## src/rtl/sdf_bf8_stage.sv

```systemverilog
// ---------------------------------------------------------------------------
// sdf_bf8_stage
//   Datapath of FFT stage 2 (radix-2 single-path delay feedback, span 8).
//   It is driven directly by the stage-2 controller. For each frame it
//   produces 16 samples: g[n] = x[n] + x[n+8] (n = 0..7), then
//   h[n] = (x[n] - x[n+8]) * WN.
//
//   Frame timing as the controller drives it:
//     WAITING x8 : x[0..7] are loaded into the delay line
//     FIRST   x8 : g[n] is emitted and x[n]-x[n+8] is fed back
//     SECOND  x8 : h[n] is emitted and the next frame's first half is loaded
//
//   Configuration macro: BF8_SAT_EN
//     defined   - add/sub/multiply results clamp to the DW range; any clamp
//                 sets the sticky ovf_o flag.
//     undefined - results wrap (low DW bits kept); ovf_o is tied to 0.
//
// Ports
//   clk             clock, rising edge
//   rst             synchronous reset, active-high
//   state_i  [1:0]  controller state: 00 IDLE, 01 FIRST, 10 SECOND, 11 WAITING
//   a_r/a_i  [DW]   incoming sample, signed
//   wn_r/wn_i [TW]  twiddle, signed, TW_FRAC fractional bits (used in SECOND)
//   dout_r/dout_i   registered butterfly result, signed
//   valid_o         dout holds a valid g/h sample
//   idx_o           output index within the frame, 0..2*DEPTH-1
//   ovf_o           sticky overflow flag (saturating build only)
//   err_o           sticky protocol error
// ---------------------------------------------------------------------------
module sdf_bf8_stage #(
    parameter int  DW      = 14,
    parameter int  TW      = 8,
    parameter int  TW_FRAC = 6,
    parameter int  DEPTH   = 8,
    localparam int IW      = $clog2(2 * DEPTH)
) (
    input  logic          clk,
    input  logic          rst,
    input  logic [1:0]    state_i,
    input  logic [DW-1:0] a_r,
    input  logic [DW-1:0] a_i,
    input  logic [TW-1:0] wn_r,
    input  logic [TW-1:0] wn_i,
    output logic [DW-1:0] dout_r,
    output logic [DW-1:0] dout_i,
    output logic          valid_o,
    output logic [IW-1:0] idx_o,
    output logic          ovf_o,
    output logic          err_o
);

    // Full product width: DW x TW signed products plus one bit for the sum.
    localparam int                     PW        = DW + TW + 1;
    localparam int                     FW        = $clog2(DEPTH + 1);
    localparam logic [FW-1:0]          FILL_FULL = FW'(DEPTH);
    localparam logic signed [PW-1:0]   RND       = PW'(2 ** (TW_FRAC - 1));

    typedef enum logic [1:0] {
        ST_IDLE    = 2'b00,
        ST_FIRST   = 2'b01,
        ST_SECOND  = 2'b10,
        ST_WAITING = 2'b11
    } state_e;

    state_e st;
    state_e prev_st_q, prev_st_d;

    // Delay line, entry 0 is the head (oldest sample).
    logic [DW-1:0] dl_r_q [DEPTH];
    logic [DW-1:0] dl_i_q [DEPTH];
    logic [DW-1:0] dl_r_d [DEPTH];
    logic [DW-1:0] dl_i_d [DEPTH];

    logic [FW-1:0] fill_q, fill_d;
    logic [DW-1:0] dout_r_q, dout_r_d, dout_i_q, dout_i_d;
    logic          valid_q, valid_d;
    logic [IW-1:0] idx_q, idx_d;
    logic          err_q, err_d;

    // Wide arithmetic results and their DW-bit reductions.
    logic signed [PW-1:0] sum_r_w, sum_i_w, dif_r_w, dif_i_w, prd_r_w, prd_i_w;
    logic [DW-1:0]        sum_r_n, sum_i_n, dif_r_n, dif_i_n, prd_r_n, prd_i_n;
    logic [DW-1:0]        push_r, push_i;

    function automatic logic signed [PW-1:0] sx_d(input logic [DW-1:0] x);
        return {{(PW - DW){x[DW-1]}}, x};
    endfunction

    function automatic logic signed [PW-1:0] sx_t(input logic [TW-1:0] x);
        return {{(PW - TW){x[TW-1]}}, x};
    endfunction

    assign st = state_e'(state_i);

    // Butterfly and rounded complex multiply on the delay-line head.
    always_comb begin
        sum_r_w = sx_d(dl_r_q[0]) + sx_d(a_r);
        sum_i_w = sx_d(dl_i_q[0]) + sx_d(a_i);
        dif_r_w = sx_d(dl_r_q[0]) - sx_d(a_r);
        dif_i_w = sx_d(dl_i_q[0]) - sx_d(a_i);
        prd_r_w = (sx_d(dl_r_q[0]) * sx_t(wn_r) - sx_d(dl_i_q[0]) * sx_t(wn_i) + RND) >>> TW_FRAC;
        prd_i_w = (sx_d(dl_r_q[0]) * sx_t(wn_i) + sx_d(dl_i_q[0]) * sx_t(wn_r) + RND) >>> TW_FRAC;
    end

`ifdef BF8_SAT_EN
    localparam logic signed [PW-1:0] MAX_V = PW'(2 ** (DW - 1) - 1);
    localparam logic signed [PW-1:0] MIN_V = ~MAX_V;

    logic ovf_q, ovf_d;
    logic clip_sum, clip_dif, clip_prd;

    function automatic logic [DW-1:0] sat(input logic signed [PW-1:0] v);
        if (v > MAX_V) return MAX_V[DW-1:0];
        if (v < MIN_V) return MIN_V[DW-1:0];
        return v[DW-1:0];
    endfunction

    function automatic logic clip(input logic signed [PW-1:0] v);
        return (v > MAX_V) || (v < MIN_V);
    endfunction

    always_comb begin
        sum_r_n  = sat(sum_r_w);
        sum_i_n  = sat(sum_i_w);
        dif_r_n  = sat(dif_r_w);
        dif_i_n  = sat(dif_i_w);
        prd_r_n  = sat(prd_r_w);
        prd_i_n  = sat(prd_i_w);
        clip_sum = clip(sum_r_w) || clip(sum_i_w);
        clip_dif = clip(dif_r_w) || clip(dif_i_w);
        clip_prd = clip(prd_r_w) || clip(prd_i_w);
        // Only clamps on results that are actually used count as overflow.
        ovf_d    = ovf_q
                 || ((st == ST_FIRST)  && (clip_sum || clip_dif))
                 || ((st == ST_SECOND) && clip_prd);
    end

    always_ff @(posedge clk) begin
        if (rst) ovf_q <= 1'b0;
        else     ovf_q <= ovf_d;
    end

    assign ovf_o = ovf_q;
`else
    always_comb begin
        sum_r_n = sum_r_w[DW-1:0];
        sum_i_n = sum_i_w[DW-1:0];
        dif_r_n = dif_r_w[DW-1:0];
        dif_i_n = dif_i_w[DW-1:0];
        prd_r_n = prd_r_w[DW-1:0];
        prd_i_n = prd_i_w[DW-1:0];
    end

    // Upper bits are deliberately discarded when wrapping.
    logic unused_hi;
    assign unused_hi = ^{sum_r_w[PW-1:DW], sum_i_w[PW-1:DW], dif_r_w[PW-1:DW],
                         dif_i_w[PW-1:DW], prd_r_w[PW-1:DW], prd_i_w[PW-1:DW]};

    assign ovf_o = 1'b0;
`endif

    // Next-state logic: delay line, fill count, output register, index, error.
    always_comb begin
        // NOTE: every signal gets a default first so no path can infer a latch.
        dl_r_d    = dl_r_q;
        dl_i_d    = dl_i_q;
        fill_d    = fill_q;
        prev_st_d = st;
        dout_r_d  = '0;
        dout_i_d  = '0;
        valid_d   = 1'b0;
        err_d     = err_q;
        push_r    = a_r;
        push_i    = a_i;

        if ((st == ST_FIRST) && (fill_q < FILL_FULL)) err_d = 1'b1;
        if ((st == ST_SECOND) && (prev_st_q != ST_FIRST) && (prev_st_q != ST_SECOND))
            err_d = 1'b1;

        case (st)
            ST_FIRST: begin
                dout_r_d = sum_r_n;
                dout_i_d = sum_i_n;
                valid_d  = 1'b1;
                // The difference waits one span in the line to be twiddled.
                push_r   = dif_r_n;
                push_i   = dif_i_n;
            end
            ST_SECOND: begin
                dout_r_d = prd_r_n;
                dout_i_d = prd_i_n;
                valid_d  = 1'b1;
            end
            default: ;
        endcase

        if (st == ST_IDLE) begin
            fill_d = '0;
        end else begin
            for (int k = 0; k < DEPTH - 1; k++) begin
                dl_r_d[k] = dl_r_q[k + 1];
                dl_i_d[k] = dl_i_q[k + 1];
            end
            dl_r_d[DEPTH-1] = push_r;
            dl_i_d[DEPTH-1] = push_i;
            if (fill_q < FILL_FULL) fill_d = fill_q + FW'(1);
        end

        // Index restarts at 0 on the first valid sample after a gap.
        idx_d = (valid_d && valid_q) ? idx_q + IW'(1) : '0;
    end

    always_ff @(posedge clk) begin
        // NOTE: sequential state uses non-blocking assignments only.
        if (rst) begin
            // NOTE: the delay line is reset so an aborted frame leaves no stale samples.
            for (int k = 0; k < DEPTH; k++) begin
                dl_r_q[k] <= '0;
                dl_i_q[k] <= '0;
            end
            fill_q    <= '0;
            prev_st_q <= ST_IDLE;
            dout_r_q  <= '0;
            dout_i_q  <= '0;
            valid_q   <= 1'b0;
            idx_q     <= '0;
            err_q     <= 1'b0;
        end else begin
            dl_r_q    <= dl_r_d;
            dl_i_q    <= dl_i_d;
            fill_q    <= fill_d;
            prev_st_q <= prev_st_d;
            dout_r_q  <= dout_r_d;
            dout_i_q  <= dout_i_d;
            valid_q   <= valid_d;
            idx_q     <= idx_d;
            err_q     <= err_d;
        end
    end

    assign dout_r  = dout_r_q;
    assign dout_i  = dout_i_q;
    assign valid_o = valid_q;
    assign idx_o   = idx_q;
    assign err_o   = err_q;

endmodule

```

## config.mk

```make
export PLATFORM = sky130hd
export DESIGN_NAME = sdf_bf8_stage
export DESIGN_NICKNAME = d
export VERILOG_FILES = /design/src/rtl/sdf_bf8_stage.sv
export SDC_FILE = /design/constraint.sdc
export NUM_CORES = 1
export LEC_CHECK = 0
export CAP_MARGIN = 20
export CORE_MARGIN = 1.5
export CORE_UTILIZATION = 35
export CTS_BUF_LIST = sky130_fd_sc_hd__clkbuf_8
export CTS_CLUSTER_DIAMETER = 200
export DETAILED_ROUTE_END_ITERATION = 10
export PLACE_DENSITY_LB_ADDON = 0.08
export SETUP_SLACK_MARGIN = 0.05
export SLEW_MARGIN = 20
export SYNTH_ARGS = -nofsm -noshare
export SYNTH_HDL_FRONTEND = slang
export SYNTH_SLANG_ARGS = --single-unit
export TNS_END_PERCENT = 1
```

## constraint.sdc

```tcl
create_clock -name clk -period 12.8 [get_ports clk]
set_input_delay 1.28 -clock clk [delete_from_list [all_inputs] [get_ports clk]]
set_output_delay 1.28 -clock clk [all_outputs]
set_load 0.03 [all_outputs]
```

==> results of run 1 <==
## worst paths after layout
path / startpoint / endpoint / slack (ns) / depth (start not counted)
max: wn_r[7] / dout_r[13] / 5.32 / 22
min: idx_o[0] / idx_o[0] / 0.47 / 1
max reg2reg: dl_i_q[101] / dout_r[8] / 6.12 / 21
min reg2reg: idx_o[0] / idx_o[0] / 0.47 / 1
## flip-flops by register name, indices dropped and copies added, names as in the netlist
| register | cells |
|---|---|
| dl_r_q | 112 |
| err_o | 1 |
| valid_o | 1 |
| dl_i_q | 112 |
| fill_q | 4 |
| dout_r | 14 |
| idx_o | 4 |
| prev_st_q | 2 |
| dout_i | 14 |
## Yosys cell counts, drive strengths merged (4+ instances only)
cell type / n / area, µm²
nand3: 10 / 50.1
a211oi: 5 / 37.5
o21bai: 10 / 78.8
nand2: 239 / 897
buf: 23 / 92.6
a21oi: 67 / 335
o21a: 12 / 90.1
nor3: 21 / 105
nor2b: 16 / 100
ha: 179 / 2240
o211ai: 4 / 30.0
inv: 523 / 1960
a22oi: 6 / 45.0
fa: 396 / 7930
nor2: 294 / 1100
xor2: 23 / 201
o41ai: 5 / 43.8
or3: 15 / 93.8
and3: 8 / 50.1
a221oi: 14 / 123
nor4: 5 / 31.3
mux2i: 204 / 2040
a21o: 9 / 67.6
xnor2: 91 / 797
and2: 191 / 1190
o21ai: 18 / 90.1
dfxtp: 264 / 5290
o22ai: 15 / 93.8
clkbuf: 125 / 470
nand2b: 27 / 169
a31oi: 7 / 43.8
## final cells by class
cell class | instances | area (µm²) | share of cell area (%)
tap | 969 | 1210 | 4.17
inverter | 523 | 1960 | 6.75
antenna | 6 | 15.0 | 0.0516
clock inverter | 26 | 189 | 0.650
timing repair buffer | 123 | 1140 | 3.93
sequential | 264 | 5290 | 18.2
clock buffer | 55 | 757 | 2.60
multi-input combinational | 1935 | 18500 | 63.7
## logic make-up (layout without fill, tap and decap cells)
kind of cell / count (synthesis) / in the layout / share of synthesized area (%)
other: 1 / 7 / 0.0143
xor gates and xnor gates: 114 / 114 / 3.80
adders and majority gates: 575 / 575 / 38.6
DFF: 264 / 264 / 20.1
buffers and inverters: 671 / 727 / 9.60
muxes: 204 / 204 / 7.76
and+or+nand+nor: 841 / 841 / 14.9
AOI/OAI and AO/OA: 200 / 200 / 5.16
## report_power, final
| part | switching, mW | leakage (nW) | internal (mW) |
|---|---|---|---|
| registers | 0.0178 | 2.14 | 0.847 |
| logic | 0.311 | 10.6 | 0.209 |
| clock network | 0.367 | 0.539 | 0.433 |
| total | 0.695 | 13.2 | 1.49 |
## critical path, stage by stage
cell and delay [ns]:
clkdlybuf4s50_1 0.69, inv_1 0.66, nor2_1 0.12, fa_1 0.51, inv_1 0.05, fa_1 0.45, fa_1 0.51, inv_1 0.05
fa_1 0.49, fa_1 0.50, inv_1 0.05, fa_1 0.48, inv_1 0.04, ha_1 0.30, o2111ai_1 0.10, o21ai_1 0.35
o21ai_1 0.21, o21ai_0 0.50, nand4_1 0.17, nand4b_1 0.13, xnor2_1 0.14, o22ai_1 0.11
## layout by cell type (no fill, tap or decap), types with 16 or more instances in the layout
| cell type | n |
|---|---|
| buf_4 | 41 |
| nand2_1 | 239 |
| dfxtp_1 | 261 |
| nor2b_1 | 16 |
| nand2b_1 | 27 |
| mux2i_1 | 204 |
| inv_1 | 536 |
| clkbuf_8 | 56 |
| xor2_1 | 23 |
| clkdlybuf4s50_1 | 80 |
| a21oi_1 | 67 |
| nor3_1 | 21 |
| xnor2_1 | 91 |
| o21ai_0 | 16 |
| nor2_1 | 294 |
| ha_1 | 177 |
| fa_1 | 396 |
| and2_1 | 191 |
## per-stage QoR
step           utilization [%]  hold WS [ns]
3_5_place_dp              37.8         0.457
2_1_floorplan                -         0.450
3_3_place_gp              37.8         0.449
4_1_cts                   39.0         0.472
6_report                  39.1         0.468
5_1_grt                   39.0         0.501
## routing by layer
layer | vias up | wire length, µm | global-route usage (%)
met4 | 2 | 1550 | 5.13
li1 | 8834 | - | -
met5 | - | 12 | 0
met3 | 105 | 2790 | 2.68
met1 | 9373 | 31900 | 24.6
met2 | 308 | 33600 | 32.0
==> impl_results.rst, run 1 <==
.. list-table::
   :header-rows: 1

   * - Metric
     - Value
   * - Result of the run
     - completed
   * - Total GRT Usage
     - 18.7%
   * - Number of maximum-capacitance violations
     - 0
   * - Input/output buffers
     - 81
   * - Leading register cell type out of synthesis
     - dfxtp_1
   * - Data arrival at the endpoint of the critical path
     - 7.92 ns
   * - Clock transition time at the flip-flop clock pins of the worst setup and hold paths
     - 0.07 ns
   * - Cts repair resizes
     - 0
   * - Finished layout cell area
     - 29100 µm²
   * - Filler Cell Count
     - 7519
   * - Netlist area before placement
     - 26300 µm²
   * - CTS buffer count
     - 45
   * - Part of the Yosys area used for sequential elements
     - 20.1%
   * - Total DRC errors in the routed layout
     - 0
   * - Std-Cell Rows
     - 100
   * - Antenna violations before repair
     - 5
   * - Ports
     - 83
   * - Path category of the worst min-delay check
     - reg -> reg
   * - Area after DPL
     - 28100 µm²
   * - Setup ws final
     - 5.32 ns
   * - Number of warnings reported in the yosys synthesis log
     - 0
   * - Power density over the cells
     - 75.1 nW/µm²
   * - Minimum clock period after layout
     - 7.48 ns
   * - Routability-driven placement congestion ratio
     - 0.805
   * - Share of layout cells above drive strength 1
     - 4.37%
   * - Accumulated negative setup slack
     - 0 ns
   * - Syn Nets
     - 3493
   * - HPWL after detailed placement
     - 52.4 mm
   * - Post-synthesis sequential element count
     - 264
   * - Number of distinct library cell variants in the gate-level netlist after synthesis
     - 65
   * - Vias post-DR
     - 18.6k
   * - Pin count of the biggest net entering global routing
     - 158
   * - Die outline area
     - 76800 µm²
   * - GRT overflow
     - 0
   * - CTS tree
     - done
   * - Number of slew-limit violations in the final report
     - 0
   * - Setup violators final
     - 0
   * - Count of nets left with antenna violations after detail routing
     - 0
   * - First-pass GRT wire length
     - 113 mm
   * - Clk_lat worst skew
     - 0.59 ns
   * - Worst-case setup slack after placement
     - 4.61 ns
   * - Number of enable-type register cells in the synthesized netlist
     - 0
   * - Startpoint class of the critical path
     - primary input
   * - Worst clock skew
     - 0.0260 ns
   * - Root buffer cell
     - clkbuf_8
   * - Largest fanout of any net on the critical path
     - 16
   * - Net total in the final layout
     - 3515
   * - Maximum clock insertion buffer count
     - 3
   * - Placeable core region
     - 74400 µm²
   * - Final Hold Fails
     - 0
   * - IR Drop Worst-Case VDD
     - 0.0814 mV
   * - Share of synthesized registers carrying an async set or reset
     - 0%
   * - Max-Slew Margin vs Limit
     - 26.6%
   * - Initial core utilization
     - 35.3%
   * - Via density per instance
     - 4.77
   * - Initial DRC Count
     - 701
   * - Data required, critical path
     - 13.24 ns
   * - Leak Pwr
     - 13.2 nW
   * - Total wire length
     - 69.8 mm
   * - Die boundary width
     - 277 µm
   * - Timing-limited maximum frequency
     - 134 MHz
   * - Wire per inst
     - 17.9 µm
   * - H-tree levels
     - 2
   * - Syn_area_per_cell
     - 9.17 µm²
   * - Post-Synthesis Cells
     - 2870
   * - Pre-Repair DR Iteration Count
     - 5
   * - RSZ-0062 raised after global routing
     - no
   * - Via count of the first global-routing pass
     - 20.1k
   * - Area delta synth->final
     - 10.5%
   * - Fin cells
     - 3901
   * - Total power after layout
     - 2.18 mW
   * - Placed cells
     - 3814
   * - Count of hold buffers inserted by post-cts repair
     - 0
   * - Critical path endpoint category
     - flop
   * - Clock sink count
     - 264
   * - Worst-margin pin slew
     - 1.10 ns
   * - Fin crit share
     - 58.5%
   * - Y dimension of the die
     - 277 µm
   * - Setup Fix Bufs, Post-CTS
     - 0
   * - Worst Setup Path Type
     - in -> reg
(Power assumes the default switching activity.)
==> inputs of run 2 (changes only) <==
==> constraint.sdc (replaced) <==
create_clock -name clk -period 6.4 [get_ports clk]
set_input_delay 0.64 -clock clk [delete_from_list [all_inputs] [get_ports clk]]
set_output_delay 0.64 -clock clk [all_outputs]
set_load 0.03 [all_outputs]
==> run 2 against run 1 <==
Global-route usage increased by 1.2 points. Register-to-register slack got worse by 5.9 ns. Clock-buffer cell count increased by 4. Power increased by 120%. Sequential share of layout area decreased by 1.1 points. Clock power increased by 110%. First-iteration DRC count increased by 19%. Critical endpoint is now dout_i[12]. Hold slack got worse by 0.0049 ns. Critical path depth unchanged. Sequential cell count unchanged.
==> impl_results.rst, run 2 (synthesized netlist as in run 1, its figures left out) <==
.. list-table::
   :header-rows: 1

   * - Metric
     - Value
   * - Placed cells
     - 3985
   * - Number of buffer and inverter stages on the critical path
     - 7
   * - Worst clock skew
     - 0.0575 ns
   * - Most common cell after layout, fill and taps aside
     - inv_1
   * - Max-Slew Margin vs Limit
     - 32.1%
   * - Via count of the first global-routing pass
     - 20.9k
   * - Delay of the slowest cell on the worst path
     - 0.56 ns
   * - Result of the run
     - completed
   * - Root buffer cell
     - clkbuf_8
   * - Levels on crit path
     - 22
   * - IR Drop Worst-Case VDD
     - 0.185 mV
   * - Vias post-DR
     - 19.3k
   * - Top Family by Delay on Critical Path
     - adder cells
   * - Crit-path most repeated cell
     - fa_1
   * - Data required, critical path
     - 6.89 ns
   * - Die boundary width
     - 277 µm
   * - Path depth of the worst reg2reg path
     - 22
   * - Leak Pwr
     - 14.4 nW
   * - Number of slew-limit violations in the final report
     - 0
   * - Startpoint class of the critical path
     - primary input
   * - Number of maximum-capacitance violations
     - 0
   * - H-tree levels
     - 2
   * - Critical path endpoint category
     - flop
   * - Net total in the final layout
     - 3701
   * - Top flop regs
     - dl_i_q (112), dl_r_q (112)
   * - Hold path startpoint
     - idx_o[0]
   * - Pre-Repair DR Iteration Count
     - 8
   * - Data arrival at the endpoint of the critical path
     - 6.68 ns
   * - Share of layout cells above drive strength 1
     - 11.1%
   * - Critical path cell sequence
     - clkdlybuf4s50_1 -> buf_6 -> buf_8 -> nand2_1 -> fa_1 -> fa_1 -> inv_1 -> fa_1 -> fa_1 -> fa_1 -> inv_2 -> fa_1 -> inv_2 -> ha_4 -> inv_2 -> o41a_1 -> nor3b_4 -> a41oi_4 -> o21ba_4 -> o21bai_4 -> xnor2_2 -> o22ai_1
   * - Sequential Power Share
     - 36.7%
   * - Clk_lat worst skew
     - 0.65 ns
   * - Ports
     - 83
   * - HPWL after detailed placement
     - 60.5 mm
   * - Area delta synth->final
     - 17.9%
   * - CTS tree
     - done
   * - Power density over the cells
     - 152 nW/µm²
   * - Clock transition time at the flip-flop clock pins of the worst setup and hold paths
     - 0.06 ns
   * - Filler Cell Count
     - 7343
   * - Cell-internal power
     - 3.24 mW
   * - Routability-driven placement congestion ratio
     - 0.860
   * - Worst-margin pin slew
     - 1.02 ns
   * - Via density per instance
     - 4.74
   * - Portion of total power attributed to the clock network
     - 36.0%
   * - Highest-count cells in the layout ignoring fill and taps
     - inv_1 (524), fa_1 (392), nor2_1 (293)
   * - Die outline area
     - 76800 µm²
   * - Final Hold Fails
     - 0
   * - Input/output buffers
     - 81
   * - Switching power summed over all nets
     - 1.46 mW
   * - Minimum clock period after layout
     - 6.19 ns
   * - Std-Cell Rows
     - 100
   * - Switching power share of the total
     - 31.1%
   * - Largest fanout of any net on the critical path
     - 8
   * - Launching element of the worst setup path
     - wn_r[0]
   * - FF-to-FF Start
     - dl_r_q[100]
   * - CTS buffer count
     - 47
   * - Core occupancy in the finished layout
     - 41.7%
   * - Antenna violations before repair
     - 6
   * - Placeable core region
     - 74400 µm²
   * - Fin cells
     - 4079
   * - Hold Path Depth
     - 1
   * - Worst Setup Path Type
     - in -> reg
   * - Pin count of the biggest net entering global routing
     - 93
   * - Count of nets left with antenna violations after detail routing
     - 0
   * - GRT overflow
     - 0
   * - Slowest stage cell, crit path
     - fa_1
   * - Maximum clock insertion buffer count
     - 3
   * - Count of hold buffers inserted by post-cts repair
     - 0
   * - Part of the power in combinational logic
     - 27.3%
   * - RSZ-0062 raised after global routing
     - yes
   * - Wire per inst
     - 18.2 µm
   * - Path category of the worst min-delay check
     - reg -> reg
   * - Clock sink count
     - 264
   * - Y dimension of the die
     - 277 µm
   * - Total wire length
     - 74.2 mm
   * - Initial core utilization
     - 35.3%
   * - First-pass GRT wire length
     - 119 mm
   * - Initial DRC Count
     - 836
   * - Timing-limited maximum frequency
     - 162 MHz
   * - Total DRC errors in the routed layout
     - 0
   * - Total GRT Usage
     - 19.9%
   * - Setup violators final
     - 0
   * - Fin crit share
     - 96.7%
-- run 2: changes by cell type in the layout (fill, tap and decap cells not counted), moves of 5 or more --
cell,delta
buf_4,+147
inv_2,+8
clkdlybuf4s50_1,-9
inv_1,-12
clkinv_2,-5
buf_6,+11
dlymetal6s2s_1,+8
buf_12,+22
dfxtp_1,-6
-- run 2: timing repair --
action / CTS / global route
setup buffers: 1 / 13
pin swaps: 0 / 20
resized for setup: 4 / 68
setup endpoints to repair: 5 / 15
-- run 2: metal layers --
metal	GRT usage [%]	vias to the layer above	part of all wire [%]
li1	-	9209	-
met1	27.2	9617	46
met2	32.6	388	46
met3	2.79	115	4.7
met4	6.16	0	3.1
met5	0	-	0
-- run 2: final cells by class --
cell class	instances	area [µm²]	area share, %
Antenna cell	3	7.51	0.0242
Clock buffer	59	812	2.62
Clock inverter	19	205	0.662
Inverter	523	1970	6.34
Multi-Input combinational cell	1935	18600	60.0
Sequential cell	264	5300	17.1
Tap cell	969	1210	3.91
Timing Repair Buffer	307	2890	9.32
-- run 2: metrics by stage --
stage | power [mW] | instance area (µm²) | setup slack (ns) | hold slack (ns) | TNS (ns)
finish | 4.70 | 31000 | 0.210 | 0.463 | 0
global route | 4.99 | 31000 | -0.00814 | 0.482 | -0.00814
CTS | 4.76 | 30700 | 0.0424 | 0.458 | 0
detailed placement | 3.01 | 29700 | -0.734 | 0.458 | -10.39
global placement | 3.00 | 29700 | -0.624 | 0.447 | -8.89
floorplan | 2.46 | 26300 | 0.187 | 0.450 | 0
-- run 2: power groups by stage --
stage                     clock network (mW)  registers [mW]  logic [mW]
after floorplan                            0            1.77       0.689
after global routing                    1.84            1.73        1.42
after global placement                     0            1.76        1.24
after detailed placement                   0            1.76        1.25
after CTS                               1.77            1.73        1.27
final                                   1.69            1.72        1.28
-- run 2: path summary, 6_finish.rpt --
kind              slack [ns]    endpoint
setup reg to reg        0.24  dout_i[12]
hold / removal          0.46    idx_o[0]
hold reg to reg         0.46    idx_o[0]
setup / recovery        0.21  dout_i[12]
